==> src/rtl/lcd_frame_capture.sv <==
// lcd_frame_capture: sink side of the LCD scan-out path. Packs the 2bpp pixel
// stream four pixels per byte (pixel 0 in bits [1:0]) and writes the bytes
// through a small FIFO into a linear capture framebuffer.
// Optional feature macro: LCD_CAPTURE_CRC_EN adds frame_crc (CRC-16-CCITT,
// poly 0x1021, init 0xFFFF, MSB-first) over every byte accepted in a frame.
// Write handshake: a byte transfers on a clk edge where wr_valid && wr_ready;
// once wr_valid is high, wr_addr/wr_data hold and wr_valid stays high until
// the transfer, except that reset abandons the pending write.
// MAX_W and MAX_H must be <= 255; FIFO_DEPTH must be a power of 2 (>= 2).
module lcd_frame_capture #(
    parameter int MAX_W      = 160,
    parameter int MAX_H      = 160,
    parameter int STRIDE     = 40,
    parameter int ADDR_W     = 13,
    parameter int FIFO_DEPTH = 4
) (
    input  logic              clk,
    input  logic              reset,
    input  logic              ce_pix,
    input  logic [1:0]        pixel,
    input  logic              hblank,
    input  logic              vblank,
    input  logic              enable,
    output logic [ADDR_W-1:0] wr_addr,
    output logic [7:0]        wr_data,
    output logic              wr_valid,
    input  logic              wr_ready,
    output logic              busy,
    output logic              frame_done,
    output logic              overflow,
    output logic [7:0]        meas_width,
    output logic [7:0]        meas_height,
`ifdef LCD_CAPTURE_CRC_EN
    output logic [15:0]       frame_crc,
`endif
    output logic [1:0]        state_dbg
);

    localparam int PTR_W = $clog2(FIFO_DEPTH);
    localparam logic [7:0] MAX_W8 = 8'(MAX_W);
    localparam logic [7:0] MAX_H8 = 8'(MAX_H);
    localparam logic [ADDR_W-1:0] STRIDE_A = ADDR_W'(STRIDE);

    typedef enum logic [1:0] {S_IDLE, S_ARMED, S_CAPTURE, S_DRAIN} state_t;

    typedef struct packed {
        logic [ADDR_W-1:0] addr;
        logic [7:0]        data;
    } wr_entry_t;

    state_t      state_q, state_d;
    logic        prev_h, prev_v;
    logic        vfall, vrise, hrise, active, start;
    logic [7:0]  x_q, x_d, line_q, line_d, cap_x, mw_d, mh_d;
    logic [7:0]  pack_q, pack_d;
    logic        line_ok;
    logic [ADDR_W-1:0] line_base;
    logic        push;
    wr_entry_t   push_entry;

    wr_entry_t   mem [FIFO_DEPTH];
    logic [PTR_W-1:0] wr_ptr, rd_ptr;
    logic [PTR_W:0]   count_q;
    logic        fifo_empty, fifo_full, pop, do_push;

    // Blank edges are judged only on pixel-enable cycles, against the last sampled level.
    assign vfall  = ce_pix && prev_v && !vblank;
    assign vrise  = ce_pix && !prev_v && vblank;
    assign hrise  = ce_pix && !prev_h && hblank;
    assign active = ce_pix && !hblank && !vblank;
    assign start  = (state_q == S_ARMED) && enable && vfall;

    assign cap_x     = (x_q > MAX_W8) ? MAX_W8 : x_q;
    assign line_ok   = line_q < MAX_H8;
    assign line_base = ADDR_W'(line_q) * STRIDE_A;

    assign fifo_empty = (count_q == '0);
    assign fifo_full  = (count_q == (PTR_W+1)'(FIFO_DEPTH));
    assign pop        = wr_valid && wr_ready;
    assign do_push    = push && (!fifo_full || pop);

    assign wr_valid  = !fifo_empty;
    assign wr_addr   = fifo_empty ? '0 : mem[rd_ptr].addr;
    assign wr_data   = fifo_empty ? '0 : mem[rd_ptr].data;
    assign busy      = (state_q != S_IDLE);
    assign state_dbg = state_q;

    // Sample the blank levels on each pixel-enable cycle for edge detection.
    always_ff @(posedge clk) begin
        if (reset) begin
            prev_h <= 1'b0;
            prev_v <= 1'b0;
        end else if (ce_pix) begin
            prev_h <= hblank;
            prev_v <= vblank;
        end
    end

    // Next-state logic; frame_done marks the DRAIN cycle where the FIFO is empty.
    always_comb begin
        state_d    = state_q;
        frame_done = 1'b0;
        case (state_q)
            S_IDLE:    if (enable) state_d = S_ARMED;
            S_ARMED: begin
                if (!enable)    state_d = S_IDLE;
                else if (vfall) state_d = S_CAPTURE;
            end
            S_CAPTURE: if (vrise) state_d = S_DRAIN;
            S_DRAIN: begin
                if (fifo_empty) begin
                    state_d    = S_IDLE;
                    frame_done = !reset;
                end
            end
            default:   state_d = S_IDLE;
        endcase
    end

    // Pixel packing, line/frame bookkeeping and byte push requests.
    always_comb begin
        x_d        = x_q;
        line_d     = line_q;
        pack_d     = pack_q;
        mw_d       = meas_width;
        mh_d       = meas_height;
        push       = 1'b0;
        push_entry = '0;
        if (start) begin
            x_d    = '0;
            line_d = '0;
            pack_d = '0;
        end else if (state_q == S_CAPTURE) begin
            if (vrise) begin
                // Frame end: flush a partial byte, then report the line count.
                if (line_ok && cap_x[1:0] != 2'd0) begin
                    push       = 1'b1;
                    push_entry = '{addr: line_base + ADDR_W'(cap_x[7:2]), data: pack_q};
                end
                pack_d = '0;
                x_d    = '0;
                mh_d   = line_q;
            end else if (hrise && x_q != 8'd0) begin
                // Line end: flush a partial byte; unused high bits are already zero.
                if (line_ok && cap_x[1:0] != 2'd0) begin
                    push       = 1'b1;
                    push_entry = '{addr: line_base + ADDR_W'(cap_x[7:2]), data: pack_q};
                end
                mw_d   = cap_x;
                line_d = (line_q == 8'hFF) ? line_q : line_q + 8'd1;
                x_d    = '0;
                pack_d = '0;
            end else if (active) begin
                if (x_q < MAX_W8 && line_ok) begin
                    if (x_q[1:0] == 2'd3) begin
                        push       = 1'b1;
                        push_entry = '{addr: line_base + ADDR_W'(x_q[7:2]),
                                       data: {pixel, pack_q[5:0]}};
                        pack_d     = '0;
                    end else begin
                        pack_d[{x_q[1:0], 1'b0} +: 2] = pixel;
                    end
                end
                x_d = (x_q == 8'hFF) ? x_q : x_q + 8'd1;
            end
        end
    end

    // State, counters, measurements and the sticky overflow flag.
    always_ff @(posedge clk) begin
        if (reset) begin
            state_q     <= S_IDLE;
            x_q         <= '0;
            line_q      <= '0;
            pack_q      <= '0;
            meas_width  <= '0;
            meas_height <= '0;
            overflow    <= 1'b0;
        end else begin
            state_q     <= state_d;
            x_q         <= x_d;
            line_q      <= line_d;
            pack_q      <= pack_d;
            meas_width  <= mw_d;
            meas_height <= mh_d;
            if (start)
                overflow <= 1'b0;
            else if (push && fifo_full && !pop)
                overflow <= 1'b1;
        end
    end

    // FIFO pointers and occupancy; a push into a full FIFO is kept only with a pop.
    always_ff @(posedge clk) begin
        if (reset) begin
            wr_ptr  <= '0;
            rd_ptr  <= '0;
            count_q <= '0;
        end else begin
            if (do_push) wr_ptr <= wr_ptr + PTR_W'(1);
            if (pop)     rd_ptr <= rd_ptr + PTR_W'(1);
            count_q <= count_q + (PTR_W+1)'(do_push) - (PTR_W+1)'(pop);
        end
    end

    // FIFO storage; contents are don't-care while empty, so no reset.
    always_ff @(posedge clk) begin
        if (do_push) mem[wr_ptr] <= push_entry;
    end

`ifdef LCD_CAPTURE_CRC_EN
    logic [15:0] crc_q;

    function automatic logic [15:0] crc_step(input logic [15:0] crc, input logic [7:0] data);
        logic [15:0] c;
        c = crc ^ {data, 8'h00};
        for (int i = 0; i < 8; i++)
            c = c[15] ? ((c << 1) ^ 16'h1021) : (c << 1);
        return c;
    endfunction

    // Running CRC over accepted bytes, published when the frame completes.
    always_ff @(posedge clk) begin
        if (reset) begin
            crc_q     <= 16'hFFFF;
            frame_crc <= 16'hFFFF;
        end else begin
            if (start)
                crc_q <= 16'hFFFF;
            else if (pop)
                crc_q <= crc_step(crc_q, wr_data);
            if (frame_done)
                frame_crc <= crc_q;
        end
    end
`endif

endmodule

==> config.mk <==
export PLATFORM = sky130hd
export DESIGN_NAME = lcd_frame_capture
export DESIGN_NICKNAME = d
export VERILOG_FILES = /design/src/rtl/lcd_frame_capture.sv
export SDC_FILE = /design/constraint.sdc
export NUM_CORES = 1
export LEC_CHECK = 0
export CAP_MARGIN = 20
export CELL_PAD_IN_SITES_DETAIL_PLACEMENT = 1
export CELL_PAD_IN_SITES_GLOBAL_PLACEMENT = 1
export CORE_MARGIN = 2
export CORE_UTILIZATION = 45
export DETAILED_ROUTE_END_ITERATION = 8
export HOLD_SLACK_MARGIN = 0.02
export PLACE_DENSITY = 0.78
export SETUP_SLACK_MARGIN = 0.1
export SKIP_CTS_REPAIR_TIMING = 1
export SLEW_MARGIN = 20
export SYNTH_ARGS = -nofsm -noshare
export SYNTH_HDL_FRONTEND = slang
export SYNTH_SLANG_ARGS = --single-unit
==> constraint.sdc <==
create_clock -name clk -period 6.9 [get_ports clk]
set_input_delay 2.07 -clock clk [delete_from_list [all_inputs] [get_ports clk]]
set_output_delay 2.07 -clock clk [all_outputs]
set_load 0.005 [all_outputs]
---- Yosys cells after proc, flatten, opt, wreduce, memory -nomap -nowiden ----
Memories as Yosys holds them, arrays and structs flattened. A register that Yosys moved wholly into a read port is not among the register bits.
Index checks and enable logic that the tools add are counted.
cells by class
  add/sub/neg operators ................... 9
  multiply operators ...................... 1
  magnitude comparators ................... 3
  equality and inequality tests ........... 12
  shift-type cells ........................ 2
  multiplexer cells ....................... 41
  bitwise operators ....................... 3
  reductions and logical operators ........ 40
operators with widths
  operator               count
  $mux 21                8
  $mux 8                 11
  $add 13x6->13          2
  $logic_and 1x1->1      17
  $add 8x1->8 const B    2
  $eq 8x8->1 const B     2
  $lt 8x8->1 const B     2
  $mux 2                 7
  $mux 13                1
  $mux 1                 12
  $reduce_and 4->1       3
  $mul 8x3->10 const B   1
  $reduce_and 3->1       3
  $bwmux 8               1
  $gt 8x8->1 const B     1
  $logic_not 1->1        8
  $pmux 2 s4             1
  $reduce_bool 8->1      1
  $shift 2x5->8 const A  1
  $shiftx 2x5->8         1
  $eq 2x2->1 const B     3
  $ne 2x2->1 const B     3
  $ne 3x3->1 const B     2
  $reduce_bool 3->1      2
  other kinds (12)       16
word-level totals
  register bits ........................... 52
  memory bits (writable) .................. 84
  input bits .............................. 9
  output and inout bits ................... 43
  word-level logic and storage cells ...... 124
  memories ................................ 1
memories
  name  depth  width  rd ports  clocked after memory_dff  write ports  line  RTL
  mem   4      21     1         1                         1            61    wr_entry_t mem [FIFO_DEPTH];

---- Longest topological paths before layout ----
Gate-level depths: netlist of the first run.
  depth in word-level cells ............... 12
  gate-level depth with buffers ........... 15

---- Worst setup path after synthesis of the first run ----
OpenSTA, ideal clock, no wires.
  path type ............................... input to output
  start point ............................. input reset
  end point ............................... output frame_done
  arrival time ............................ 2485 ps
  data required time ...................... 4830 ps
  path slack .............................. 2345 ps
  cell stages on the path ................. 2
  buffers on the path ..................... 1
  path through ............................ clkbuf_1 -> nor3b_1
between the ends
  word-level cells in the longest chain between the ends .. 3
ends and longest elaborated chain
  element          line  RTL
  start, declared  18    input logic reset,
  $logic_not 1->1  113   frame_done = !reset;
  $mux 1           111   if (fifo_empty) begin
  $mux 1           103   case (state_q)
  end, declared    29    output logic frame_done,
Every way passes these cells.

---- Worst setup path after layout of the first run ----
Ends and elaborated chain as after synthesis.

==> impl_metrics.toml, run 1 <==
[final_layout]
layout_common_cells = "84 x edfxtp_1, 54 x dfxtp_1, 51 x nor2_1, 51 x clkdlybuf4s50_1, 45 x nand2_1"
n_antenna_cell = 0
final-seq-area_sq_um = 3600
drive_above_1_share_pct = 11.1
final_common_cell = "edfxtp_1"
multi_input_area_sq_um = 2910
fin_area_sq_um = 7970
fin_nets = 653
area_delta_synth_final_pct = 19.1
fillers = 1528

[synth]
syn_inst = 558
syn_nets = 601
yosys.area.top_type = "edfxtp_1"
ys_warn_count = 0
synth_edf_count = 84
postSynthAreaPerCell_sq_um = 12.0
synth_top_area_share_pct = 37.7
ys.flop_type = "edfxtp_1"
synthesis.area_sq_um = 6690
synth_cell_types = 61
async_reset_ff_share_pct = 0
ys_ff_latch = 138
yosysSeqAreaShare_pct = 53.9
synth_area_leaders = "edfxtp_1 38%, dfxtp_1 16%, mux4_2 7.1%"

[clock_network]
cts.sinks = 138
ctsLongestPathBuffers = 2
cts-htree-levels = 4
clkLatencyLatePin_ns = 0.42
clk_pin_slew_ns = 0.06
cts_made_buffers = 17
root_buffer = "clkbuf_16"
cts_tree = "built"

[sta]
tns_ns = 0
setup_viol = 0
skew_ns = 0.00719
post-route-period-util_pct = 80.3
fin_crit_ns = 5.54
final_max_slew_viol_count = 0
fmax_mhz = 181
slew_headroom_pct = 29.1
worstMarginPinSlew_ns = 1.06
hold_violations = 0
rsz0062_at_grt = "false"
fin_hold_ws_ns = 0.463

[routing]
drt_iter0_drc = 276
wl_per_cell_microns = 19.4
wl_microns = 15600
vias = 4498
firstDrtPassIters = 4
drc = 0
viasPerCell = 5.57
ant_nets = 0

[flow_run]
maxCapViolCount = 0

[power]
p_leak_nw = 2.78
switchingPower_mw = 0.558
pwr-share-comb_pct = 18.4
clock_power_share_pct = 41.8
power_mw = 2.26
ir_worst_vdd_uv = 179
swShare_pct = 24.6
power.density_nw_per_um2 = 284
intPower_mw = 1.71
p_seq_share_pct = 39.8

[place]
placed_area_sq_um = 7350
gp_congestion = 0.878
dp_hpwl_microns = 11100
port_buffers = 51

[critical_path]
slowest_delay_ns = 0.53
cpMostUsedCell = "clkdlybuf4s50_1"
critPathLaunchType = "primary input"
arrival_ns = 3.47
path_class = "in2out"
worstPathCellList = "clkdlybuf4s50_1 > buf_4 > nor3b_1 > clkdlybuf4s50_1"
cp-end-kind = "primary output"
r2r_setup_slack_ns = 3.22
cp.required_ns = 4.83
cp_max_fo = 31
slowest_stage = "clkdlybuf4s50_1"

[global_routing]
grt-ovfl-total = 0
grt_pass1_vias = 4972
grt_use_total_pct = 20.9
grt_pass1_wl_microns = 25700
antenna_found_initial = 0
grt_max_degree = 32

[status]
status = "completed"

[floorplanning]
initial_core_util_pct = 46.0
io_pins = 52
die_h_microns = 126
core_sq_um = 14500
die_w_microns = 126
design.die.area_sq_um = 15800
fp-row-count = 44

[min_path]
hp-class = "reg2reg"
[flip-flops by register name (all words and copies together), names as in the netlist, 2 cells and up, named ones only]
| signal | count |
|---|---|
| pack_q | 8 |
| wr_ptr | 2 |
| meas_width | 8 |
| rd_ptr | 2 |
| line_q | 8 |
| meas_height | 8 |
| count_q | 3 |
| mem | 84 |
| x_q | 8 |
[final timing paths]
path,from,end,cells after the start
setup reg to reg,x_q[0]$_SDFFE_PP0P_,count_q[2]$_SDFF_PP0_,14
hold / removal,meas_width[1]$_SDFFE_PP0P_,meas_width[1]$_SDFFE_PP0P_,2
setup / recovery,reset,frame_done,4
hold reg to reg,meas_width[1]$_SDFFE_PP0P_,meas_width[1]$_SDFFE_PP0P_,2
[cells in the mapped netlist, types with 9 or more instances]
cell type,number
edfxtp_1,84
dfxtp_1,54
nor2_1,51
nand2_1,45
and2_1,37
a21oi_1,30
ha_1,30
inv_1,23
mux4_2,21
xnor2_1,14
xor2_1,13
clkbuf_1,12
nand3_1,12
a22oi_1,9
o21ai_0,9
[power groups by stage]
stage | logic [mW] | clock network [mW] | registers (mW)
after global placement | 0.413 | 0 | 0.918
final | 0.416 | 0.947 | 0.901
after floorplan | 0.239 | 0 | 0.909
after global routing | 0.459 | 0.992 | 0.905
after CTS | 0.428 | 0.963 | 0.902
after detailed placement | 0.428 | 0 | 0.919
[through the flow]
step | cells | worst slack [ns] | utilization [%]
after floorplan | 558 | 2.35 | -
after global placement | 775 | 1.37 | 50.6
after detailed placement | 775 | 1.34 | 50.6
after CTS | 807 | 1.33 | 54.8
after global routing | 807 | 1.30 | 54.8
final | 807 | 1.36 | 54.8
[layer usage]
| layer | up-vias | track usage (%) | wire length (microns) |
|---|---|---|---|
| met1 | 2234 | 24.8 | 6780 |
| met5 | - | 0 | 0 |
| met2 | 87 | 37.6 | 8090 |
| met4 | 0 | 7.50 | 294 |
| li1 | 2157 | - | - |
| met3 | 20 | 4.33 | 485 |
[layout make-up]
class,instances,area share (%)
tap,184,2.89
clock buffer,17,5.34
timing repair buffer,53,6.60
sequential,138,45.2
inverter,23,1.08
multi-input combinational,377,36.5
clock inverter,15,2.34
[critical path, delay by kind of cell]
| family | cells | cell delay [ns] |
|---|---|---|
| buffers and inverters | 3 | 1.17 |
| and+or+nand+nor | 1 | 0.23 |
[cell families (layout without fill, tap and decap cells)]
| group | after synthesis | in the layout | synth area share, % |
|---|---|---|---|
| DFF | 138 | 138 | 53.9 |
| and+or+nand+nor | 201 | 201 | 15.6 |
| xor gates and xnor gates | 27 | 27 | 3.54 |
| AOI/OAI and AO/OA | 86 | 86 | 9.26 |
| adders and majority gates | 34 | 34 | 6.81 |
| buffers and inverters | 43 | 108 | 2.64 |
| muxes | 29 | 29 | 8.27 |
Power figures use the tool's default switching activity.
==> inputs of run 2 (changes only) <==
==> constraint.sdc (replaced) <==
create_clock -name clk -period 5.7 [get_ports clk]
set_input_delay 1.71 -clock clk [delete_from_list [all_inputs] [get_ports clk]]
set_output_delay 1.71 -clock clk [all_outputs]
set_load 0.005 [all_outputs]
==> impl_metrics.toml, run 2 (synthesized netlist as in run 1, its figures left out) <==
[clock_network]
ctsLongestPathBuffers = 2
cts.sinks = 138
clkLatencyLatePin_ns = 0.42
clk_pin_slew_ns = 0.05
cts_tree = "built"
cts_made_buffers = 17
root_buffer = "clkbuf_16"
cts-htree-levels = 4

[sta]
hold_violations = 0
post-route-period-util_pct = 81.8
slew_headroom_pct = 31.3
rsz0062_at_grt = "false"
setup_viol = 0
fin_crit_ns = 4.66
tns_ns = 0
skew_ns = 0.00948
fin_ws_ns = 1.04
fmax_mhz = 215
worstMarginPinSlew_ns = 1.03
final_max_slew_viol_count = 0

[min_path]
hp-class = "reg2reg"
hold_depth = 2

[final_layout]
drive_above_1_share_pct = 11.0
final_common_cell = "edfxtp_1"
largest_reg_flops = 84
layout_common_cells = "84 x edfxtp_1, 54 x dfxtp_1, 51 x nor2_1, 51 x clkdlybuf4s50_1, 45 x nand2_1"
fin_nets = 657
area_delta_synth_final_pct = 20.0
n_antenna_cell = 0
top_register = "mem"

[power]
ir_worst_vdd_uv = 214
power.density_nw_per_um2 = 347
p_leak_nw = 2.84

[routing]
vias = 4533
firstDrtPassIters = 6
wl_per_cell_microns = 19.5
drt_iter0_drc = 208
viasPerCell = 5.59
ant_nets = 0
wl_microns = 15800
drc = 0

[critical_path]
critPathLaunchType = "primary input"
arrival_ns = 4.95
cp.required_ns = 5.99
r2r_cells = 14
cp_max_fo = 7
path_class = "in2reg"
cp-end-kind = "register"

[global_routing]
grt-ovfl-total = 0
gr-usage-met2_pct = 37.3
use_met1_pct = 25.2
grt_max_degree = 31
grt-busiest-layer = "met2"
grt_pass1_wl_microns = 25900
antenna_found_initial = 0
grt_use_total_pct = 21.0
grt_pass1_vias = 4958
grt_use_met3_pct = 4.04

[place]
dp_hpwl_microns = 11000
port_buffers = 51
gp_congestion = 0.870
pre_cts_slack_ns = 0.639

[floorplanning]
die_w_microns = 126
die_h_microns = 126
io_pins = 52
design.die.area_sq_um = 15800
fp-row-count = 44
core_sq_um = 14500
initial_core_util_pct = 46.0

[status]
status = "completed"

[flow_run]
maxCapViolCount = 0
## run 2: cell types whose count changed in the layout (fill, tap and decap cells not counted)
cell	change
inv_8	-2
bufinv_16	+2
inv_6	-3
buf_4	+4
and2_2	-2
clkbuf_1	+3
clkinv_1	-1
and2_1	+2
clkbuf_8	+1
## run 2: cell type report
type,instances,area [sq um]
clock buffer,21,450
tap,184,230
multi-input combinational,377,2910
inverter,23,86.3
clock inverter,11,194
sequential,138,3600
timing repair buffer,57,556
fill,1531,6510
## run 2: final timing paths
kind,from,end,slack (ns)
min,pack_q[2]$_SDFFE_PP0P_,pack_q[2]$_SDFFE_PP0P_,0.45
max,ce_pix,count_q[2]$_SDFF_PP0_,1.04
max reg2reg,x_q[0]$_SDFFE_PP0P_,count_q[2]$_SDFF_PP0_,1.94
min reg2reg,pack_q[2]$_SDFFE_PP0P_,pack_q[2]$_SDFFE_PP0P_,0.45
## run 2: layer usage
metal	up-vias	part of all wire, %
met2	101	51
met1	2252	43
li1	2154	-
met5	-	0
met3	26	3.5
met4	0	2.1
## run 2: through the flow
step           instances  hold WS, ns  utilization [%]  cell area, sq um  power (mW)
6_report             811        0.455             55.2              8030        2.79
5_1_grt              811        0.481             55.2              8030        2.90
4_1_cts              811        0.458             55.2              8030        2.82
3_5_place_dp         779        0.448             50.8              7380        1.61
3_3_place_gp         779        0.442             50.8              7380        1.60
2_1_floorplan        558        0.424                -              6690        1.38
## run 2: critical path, stage by stage
cell and delay [ns]:
clkdlybuf4s50_1 0.61, nor3b_2 0.31, and3_1 0.30, nand2_1 0.20
a211oi_4 0.41, inv_1 0.12, ha_1 0.29, inv_1 0.04
ha_1 0.19, fa_1 0.38, xnor2_1 0.18, xnor2_1 0.14
nor2_1 0.06
## run 2: report_power, final
| part | internal [mW] | switching (mW) | total [mW] |
|---|---|---|---|
| combinational | 0.292 | 0.195 | 0.487 |
| sequential | 1.07 | 0.0254 | 1.09 |
| clock | 0.790 | 0.419 | 1.21 |
| total | 2.15 | 0.639 | 2.79 |
